$ cat config.mk
export PLATFORM = sky130hd
export DESIGN_NAME = pipeline_ctrl
export DESIGN_NICKNAME = d
export VERILOG_FILES = /design/src/rtl/pipeline_ctrl_pkg.sv /design/src/rtl/pipeline_ctrl_hazard_detect.sv /design/src/rtl/pipeline_ctrl.sv
export SDC_FILE = /design/constraint.sdc
export NUM_CORES = 1
export LEC_CHECK = 0
export ABC_AREA = 1
export BUFFER_PORTS_ARGS = -buffer_cell sky130_fd_sc_hd__buf_2
export CAP_MARGIN = 25
export CORE_ASPECT_RATIO = 1.4
export CORE_MARGIN = 5
export CORE_UTILIZATION = 50
export DETAILED_ROUTE_END_ITERATION = 10
export PLACE_DENSITY = 0.74
export SYNTH_ARGS = -nofsm -noshare
export SYNTH_HDL_FRONTEND = slang
export SYNTH_HIERARCHICAL = 1
export SYNTH_SLANG_ARGS = --single-unit
$ cat constraint.sdc
create_clock -name clk -period 2.4 [get_ports clk]
set_input_delay 0.12 -clock clk [delete_from_list [all_inputs] [get_ports clk]]
set_output_delay 0.12 -clock clk [all_outputs]
set_load 0.005 [all_outputs]
$ cat src/rtl/pipeline_ctrl_pkg.sv
// Shared types and constants for the pipeline stall/flush controller.
//   state_t      : controller FSM states (RUN, DRAIN, HALTED)
//   stage_ctrl_t : {wren, clr} pair driven to one pipeline register
package pipeline_ctrl_pkg;

    typedef enum logic [1:0] {
        RUN    = 2'd0,
        DRAIN  = 2'd1,
        HALTED = 2'd2
    } state_t;

    // Cycles needed for HLT to travel from ID/EX to retirement (EX, MEM, WB).
    localparam int DRAIN_CYCLES_DEF = 3;

    typedef struct packed {
        logic wren;
        logic clr;
    } stage_ctrl_t;

    // Register held: no write, no clear.
    localparam stage_ctrl_t STAGE_HOLD = '{wren: 1'b0, clr: 1'b0};
    // Register advances normally.
    localparam stage_ctrl_t STAGE_RUN  = '{wren: 1'b1, clr: 1'b0};
    // Register loads a bubble.
    localparam stage_ctrl_t STAGE_BUBBLE = '{wren: 1'b1, clr: 1'b1};

    // Build a stage control pair from its two bits.
    function automatic stage_ctrl_t mk_stage(input logic wren, input logic clr);
        stage_ctrl_t s;
        s.wren = wren;
        s.clr  = clr;
        return s;
    endfunction

endpackage

$ cat src/rtl/pipeline_ctrl_hazard_detect.sv
// Load-use hazard compare between the instruction in ID and a load in EX.
// Ports:
//   id_rs, id_rt         : source registers of the ID instruction
//   id_uses_rs/_rt       : ID instruction actually reads that source
//   ex_mem_read, ex_rd   : EX instruction is a load, and its destination
//   load_use_stall       : ID must wait one cycle for the load data
module hazard_detect
    import pipeline_ctrl_pkg::*;
#(
    parameter int REG_ADDR_W = 4
) (
    input  logic [REG_ADDR_W-1:0] id_rs,
    input  logic [REG_ADDR_W-1:0] id_rt,
    input  logic                  id_uses_rs,
    input  logic                  id_uses_rt,
    input  logic                  ex_mem_read,
    input  logic [REG_ADDR_W-1:0] ex_rd,
    output logic                  load_use_stall
);

    logic rs_hit_s;
    logic rt_hit_s;
    logic rd_live_s;

    // Register 0 is hard-wired, so a load targeting it never produces a dependency.
    assign rd_live_s = (ex_rd != {REG_ADDR_W{1'b0}});
    assign rs_hit_s  = id_uses_rs && (id_rs == ex_rd);
    assign rt_hit_s  = id_uses_rt && (id_rt == ex_rd);

    assign load_use_stall = ex_mem_read && rd_live_s && (rs_hit_s || rt_hit_s);

endmodule

$ cat src/rtl/pipeline_ctrl.sv
// Central stall/flush controller for the 5-stage pipeline.
// Drives wren/clr for IF/ID, ID/EX, EX/MEM, MEM/WB and the PC write enable.
// Resolves D-cache freeze, load-use, taken branch, HLT drain and I-cache miss,
// in that priority, and counts stalled (pc_wren=0, not halted) cycles.
// Ports:
//   clk, rst                      : clock, asynchronous active-high reset
//   id_*, ex_*                    : hazard inputs from ID and EX
//   id_branch_taken, id_halt      : control-flow events decoded in ID
//   icache_miss, dcache_miss      : cache not-ready indications
//   pc_wren, *_wren, *_clr        : combinational pipeline controls
//   halted                        : processor has fully drained after HLT
//   stall_count                   : saturating stalled-cycle counter
module pipeline_ctrl
    import pipeline_ctrl_pkg::*;
#(
    parameter int REG_ADDR_W   = 4,
    parameter int DRAIN_CYCLES = DRAIN_CYCLES_DEF,
    parameter int CNT_W        = 16
) (
    input  logic                  clk,
    input  logic                  rst,
    input  logic [REG_ADDR_W-1:0] id_rs,
    input  logic [REG_ADDR_W-1:0] id_rt,
    input  logic                  id_uses_rs,
    input  logic                  id_uses_rt,
    input  logic                  ex_mem_read,
    input  logic [REG_ADDR_W-1:0] ex_rd,
    input  logic                  id_branch_taken,
    input  logic                  id_halt,
    input  logic                  icache_miss,
    input  logic                  dcache_miss,
    output logic                  pc_wren,
    output logic                  ifid_wren,
    output logic                  ifid_clr,
    output logic                  idex_wren,
    output logic                  idex_clr,
    output logic                  exmem_wren,
    output logic                  exmem_clr,
    output logic                  memwb_wren,
    output logic                  memwb_clr,
    output logic                  halted,
    output logic [CNT_W-1:0]      stall_count
);

    localparam int DRAIN_W = $clog2(DRAIN_CYCLES + 1);

    state_t               state_r;
    state_t               state_next_s;
    logic [DRAIN_W-1:0]   drain_cnt_r;
    logic [DRAIN_W-1:0]   drain_cnt_next_s;
    logic [CNT_W-1:0]     stall_count_r;
    logic                 load_use_s;
    logic                 pc_wren_s;
    stage_ctrl_t          ifid_s;
    stage_ctrl_t          idex_s;
    stage_ctrl_t          exmem_s;
    stage_ctrl_t          memwb_s;

    hazard_detect #(
        .REG_ADDR_W (REG_ADDR_W)
    ) u_hazard_detect (
        .id_rs          (id_rs),
        .id_rt          (id_rt),
        .id_uses_rs     (id_uses_rs),
        .id_uses_rt     (id_uses_rt),
        .ex_mem_read    (ex_mem_read),
        .ex_rd          (ex_rd),
        .load_use_stall (load_use_s)
    );

    // Next-state and priority mux for the pipeline controls.
    always_comb begin
        state_next_s     = state_r;
        drain_cnt_next_s = drain_cnt_r;
        pc_wren_s        = 1'b0;
        ifid_s           = STAGE_HOLD;
        idex_s           = STAGE_HOLD;
        exmem_s          = STAGE_HOLD;
        memwb_s          = STAGE_HOLD;

        if (rst) begin
            // Controls stay quiet while reset is applied, even between edges.
            state_next_s = RUN;
        end else begin
            case (state_r)
                RUN: begin
                    pc_wren_s = 1'b1;
                    ifid_s    = STAGE_RUN;
                    idex_s    = STAGE_RUN;
                    exmem_s   = STAGE_RUN;
                    memwb_s   = STAGE_RUN;
                    if (dcache_miss) begin
                        pc_wren_s = 1'b0;
                        ifid_s    = STAGE_HOLD;
                        idex_s    = STAGE_HOLD;
                        exmem_s   = STAGE_HOLD;
                        memwb_s   = STAGE_HOLD;
                    end else if (load_use_s) begin
                        // Hold IF/ID and PC, inject a bubble into ID/EX; branch/halt re-evaluate next cycle.
                        pc_wren_s = 1'b0;
                        ifid_s    = mk_stage(1'b0, 1'b0);
                        idex_s    = STAGE_BUBBLE;
                    end else if (id_branch_taken) begin
                        // Redirect wins over a pending I-cache miss.
                        pc_wren_s = 1'b1;
                        ifid_s    = STAGE_BUBBLE;
                    end else if (id_halt) begin
                        pc_wren_s        = 1'b0;
                        ifid_s           = STAGE_BUBBLE;
                        state_next_s     = DRAIN;
                        drain_cnt_next_s = DRAIN_W'(DRAIN_CYCLES);
                    end else if (icache_miss) begin
                        pc_wren_s = 1'b0;
                        ifid_s    = STAGE_BUBBLE;
                    end else begin
                        pc_wren_s = 1'b1;
                    end
                end
                DRAIN: begin
                    if (dcache_miss) begin
                        // Full freeze: counter holds so the HLT still gets its three back-end cycles.
                        pc_wren_s = 1'b0;
                    end else begin
                        pc_wren_s = 1'b0;
                        ifid_s    = STAGE_BUBBLE;
                        idex_s    = STAGE_RUN;
                        exmem_s   = STAGE_RUN;
                        memwb_s   = STAGE_RUN;
                        if (drain_cnt_r == DRAIN_W'(1)) begin
                            state_next_s     = HALTED;
                            drain_cnt_next_s = {DRAIN_W{1'b0}};
                        end else begin
                            drain_cnt_next_s = drain_cnt_r - DRAIN_W'(1);
                        end
                    end
                end
                HALTED: begin
                    state_next_s = HALTED;
                end
                default: begin
                    state_next_s = RUN;
                end
            endcase
        end
    end

    // State, drain counter and saturating stall counter.
    always_ff @(posedge clk or posedge rst) begin
        if (rst) begin
            state_r       <= RUN;
            drain_cnt_r   <= {DRAIN_W{1'b0}};
            stall_count_r <= {CNT_W{1'b0}};
        end else begin
            state_r     <= state_next_s;
            drain_cnt_r <= drain_cnt_next_s;
            if (!pc_wren_s && (state_r != HALTED) && (stall_count_r != {CNT_W{1'b1}})) begin
                stall_count_r <= stall_count_r + CNT_W'(1);
            end else begin
                stall_count_r <= stall_count_r;
            end
        end
    end

    assign pc_wren     = pc_wren_s;
    assign ifid_wren   = ifid_s.wren;
    assign ifid_clr    = ifid_s.clr;
    assign idex_wren   = idex_s.wren;
    assign idex_clr    = idex_s.clr;
    assign exmem_wren  = exmem_s.wren;
    assign exmem_clr   = exmem_s.clr;
    assign memwb_wren  = memwb_s.wren;
    assign memwb_clr   = memwb_s.clr;
    assign halted      = (state_r == HALTED);
    assign stall_count = stall_count_r;

endmodule

==> metrics.txt <==
result of the run=complete, but fails checks; failing checks=hold timing; number of I/O pins=47; chain of cells forming the critical path=inv_1, ha_1, inv_1, a21oi_1, inv_1, nor3_1, buf_2; number of global-route vias before repair=1557; IO Port Bufs=44; kind of start point of the critical path=flip-flop; number of distinct standard cells referenced by the synthesized netlist=25; drt wl/cell=10.5 um; arrival time of the worst setup path=1640 ps; internal power component=816 uW; part of the total power dissipated in sequential elements=38.4%; detailed-route wire length=3570 um; latest clock arrival within the worst-skew pair=260 ps; DP Wirelength=2830 um; category of the worst setup path capture point=primary output; max-slew violation count=0; post-route clock skew=1.73 ps; syn avg cell area=6.36 um^2; total global routing track utilization=17.3%; # H-tree levels=1; antenna diode count=0; sum of overflow across all layers after global routing=0; share of final-layout standard cells stronger than drive strength 1=22.1%; part of the total power dissipated in combinational logic=43.3%; count of vias placed by the detailed router=1653; Slew HR=57.4%; commonest cells after routing, fill and taps aside=nand2_1 (105), buf_2 (44), nor2_1 (35); count of final setup violators=0; number of flip-flops and latches in the synthesized netlist=20; post-cts hold buffer count=0; startpoint-to-endpoint class of the critical path=reg2out; Min-Delay Path Class=in2async; Mapped Cells=254; router iterations before antenna repair=4; count of standard-cell rows=24; final antenna-violating net count=0; die width=58.1 um; setup repair after global routing missed its margin=false; Placement Setup Slack=720 ps; TritonCTS Buffers=3; final hold violation count=13; switching portion of total power=40.9%; smallest hold slack=-3.68 ps; total power per unit cell area=724 nW/um^2; initial core utilization=51.8%; fillcell total=324; share of the clock period used by the worst path=73.2%; antenna violations before repair=0; largest driver fanout on the critical path=5; pin count of the biggest net entering global routing=19; post-synthesis instance area=1620 um^2; Setup TNS=0 ps; leading cell type in the layout, fill and taps excluded=nand2_1; depth of the most critical reg-to-reg path=9; violation count after the first detailed-route iteration=48; Syn. warnings=6; fmax=569 MHz; wire length of the first global-routing pass=6310 um; global placement routability congestion=0.869; clock sink count=20; cell with the largest stage delay on the worst path=dfrtp_1; Clock Root Buffer=clkbuf_8; clock network fraction of design power=18.3%; worst endpoint required time=2280 ps; die outline height=77.3 um; area added between synthesis and finish=18.0%; Max Buffers Root-to-Sink=2; highest ir drop seen on vdd=0.383 mV; Resized cells post-CTS=0; setup slack of the critical path after layout=643 ps; sequential-to-total area share from yosys stat=31.0%; post-CTS setup buffer count=0; area inside the core boundary=3120 um^2; final critical delay including setup and external delays=1760 ps; via-per-instance ratio=4.89; total DRC errors in the routed layout=0; Max Cap Violations=0; post-route core utilization=61.1%; TritonCTS clock tree=yes; most prevalent standard cell on the critical path=inv_1; Lkg Pwr=1.04 nW; net count of the finished layout=327; clock-pin slew reported for the worst setup and hold paths after clock tree synthesis=70 ps; Switch Pwr=565 uW; maximum cell stage delay along the critical path=400 ps; total die area=4490 um^2; slew at the pin with the worst max-slew slack=638 ps
==> power groups by stage <==
stage / clock network, mW / logic [mW] / registers (mW)
after global placement: 0 / 0.602 / 0.534
after detailed placement: 0 / 0.607 / 0.537
final: 0.253 / 0.597 / 0.530
after global routing: 0.278 / 0.708 / 0.547
after CTS: 0.260 / 0.611 / 0.531
after floorplan: 0 / 0.450 / 0.524
==> worst max-delay path: cells and delay by family, from the launching register on <==
| family | cells | cell delay [ps] |
|---|---|---|
| flops | 1 | 400 |
| fa+ha+maj | 1 | 240 |
| buf+inv | 4 | 430 |
| simple gates | 1 | 170 |
| compound gates | 1 | 150 |
==> layer usage <==
metal	track usage [%]	share of wire (%)	up-vias
met5	0	0	-
li1	-	-	869
met2	31.2	51	49
met3	1.51	5.5	7
met1	20.6	42	728
met4	6.26	1.8	0
==> state kept, by name (all words and copies together) (netlist names) <==
signal       flops
state_r          2
drain_cnt_r      2
stall_count     16
==> layout make-up <==
class,count,area [um^2],share of cell area [%]
repair buffers,45,228,11.9
well taps,39,48.8,2.56
clock buffers,4,55.1,2.89
multi-input cells,203,973,51.0
flip-flops and latches,20,500,26.2
inverters,27,101,5.31
==> worst paths after layout <==
check                          startpoint              end  slack [ps]
max                            state_r[0]         ifid_clr         640
min                                   rst       state_r[0]          -4
max reg2reg                    state_r[0]   drain_cnt_r[1]         800
min reg2reg                drain_cnt_r[1]   drain_cnt_r[1]         500
max in group asynchronous             rst  stall_count[13]        1850
min in group clk                  id_halt       state_r[0]         290
==> Yosys cell counts, drive strengths merged <==
library cell	count	area, um^2
nand2	111	432
nor2	40	178
inv	27	101
dfrtp	20	500
nand3	11	60.1
o21ai	8	40.0
xnor2	7	61.3
ha	6	75.1
buf	5	45.0
nand4	5	31.3
a21oi	4	23.8
nand3b	2	15.0
nor4	2	12.5
xor2	2	17.5
a211oi	1	7.51
conb	1	3.75
nor3	1	5.00
o21bai	1	7.51
==> metrics by stage <==
step                      hold slack, ps  power [mW]  instances  instance area (um^2)
final                              -3.68        1.38        338                  1910
after global routing                73.4        1.53        338                  1910
after CTS                           20.3        1.40        338                  1910
after detailed placement             299        1.14        334                  1850
after global placement               297        1.14        334                  1850
after floorplan                      117       0.974        255                  1620
==> cell families (layout without fill, tap and decap cells) <==
family	count (synthesis)	count (layout)	synth area share, %
fa+ha+maj	6	6	4.64
simple gates	172	172	45.4
xor+xnor	9	9	4.88
flops	20	20	31.0
buf+inv	32	76	9.06
compound gates	14	14	4.88
other cells	1	2	0.232
Power figures use the tool's default switching activity.
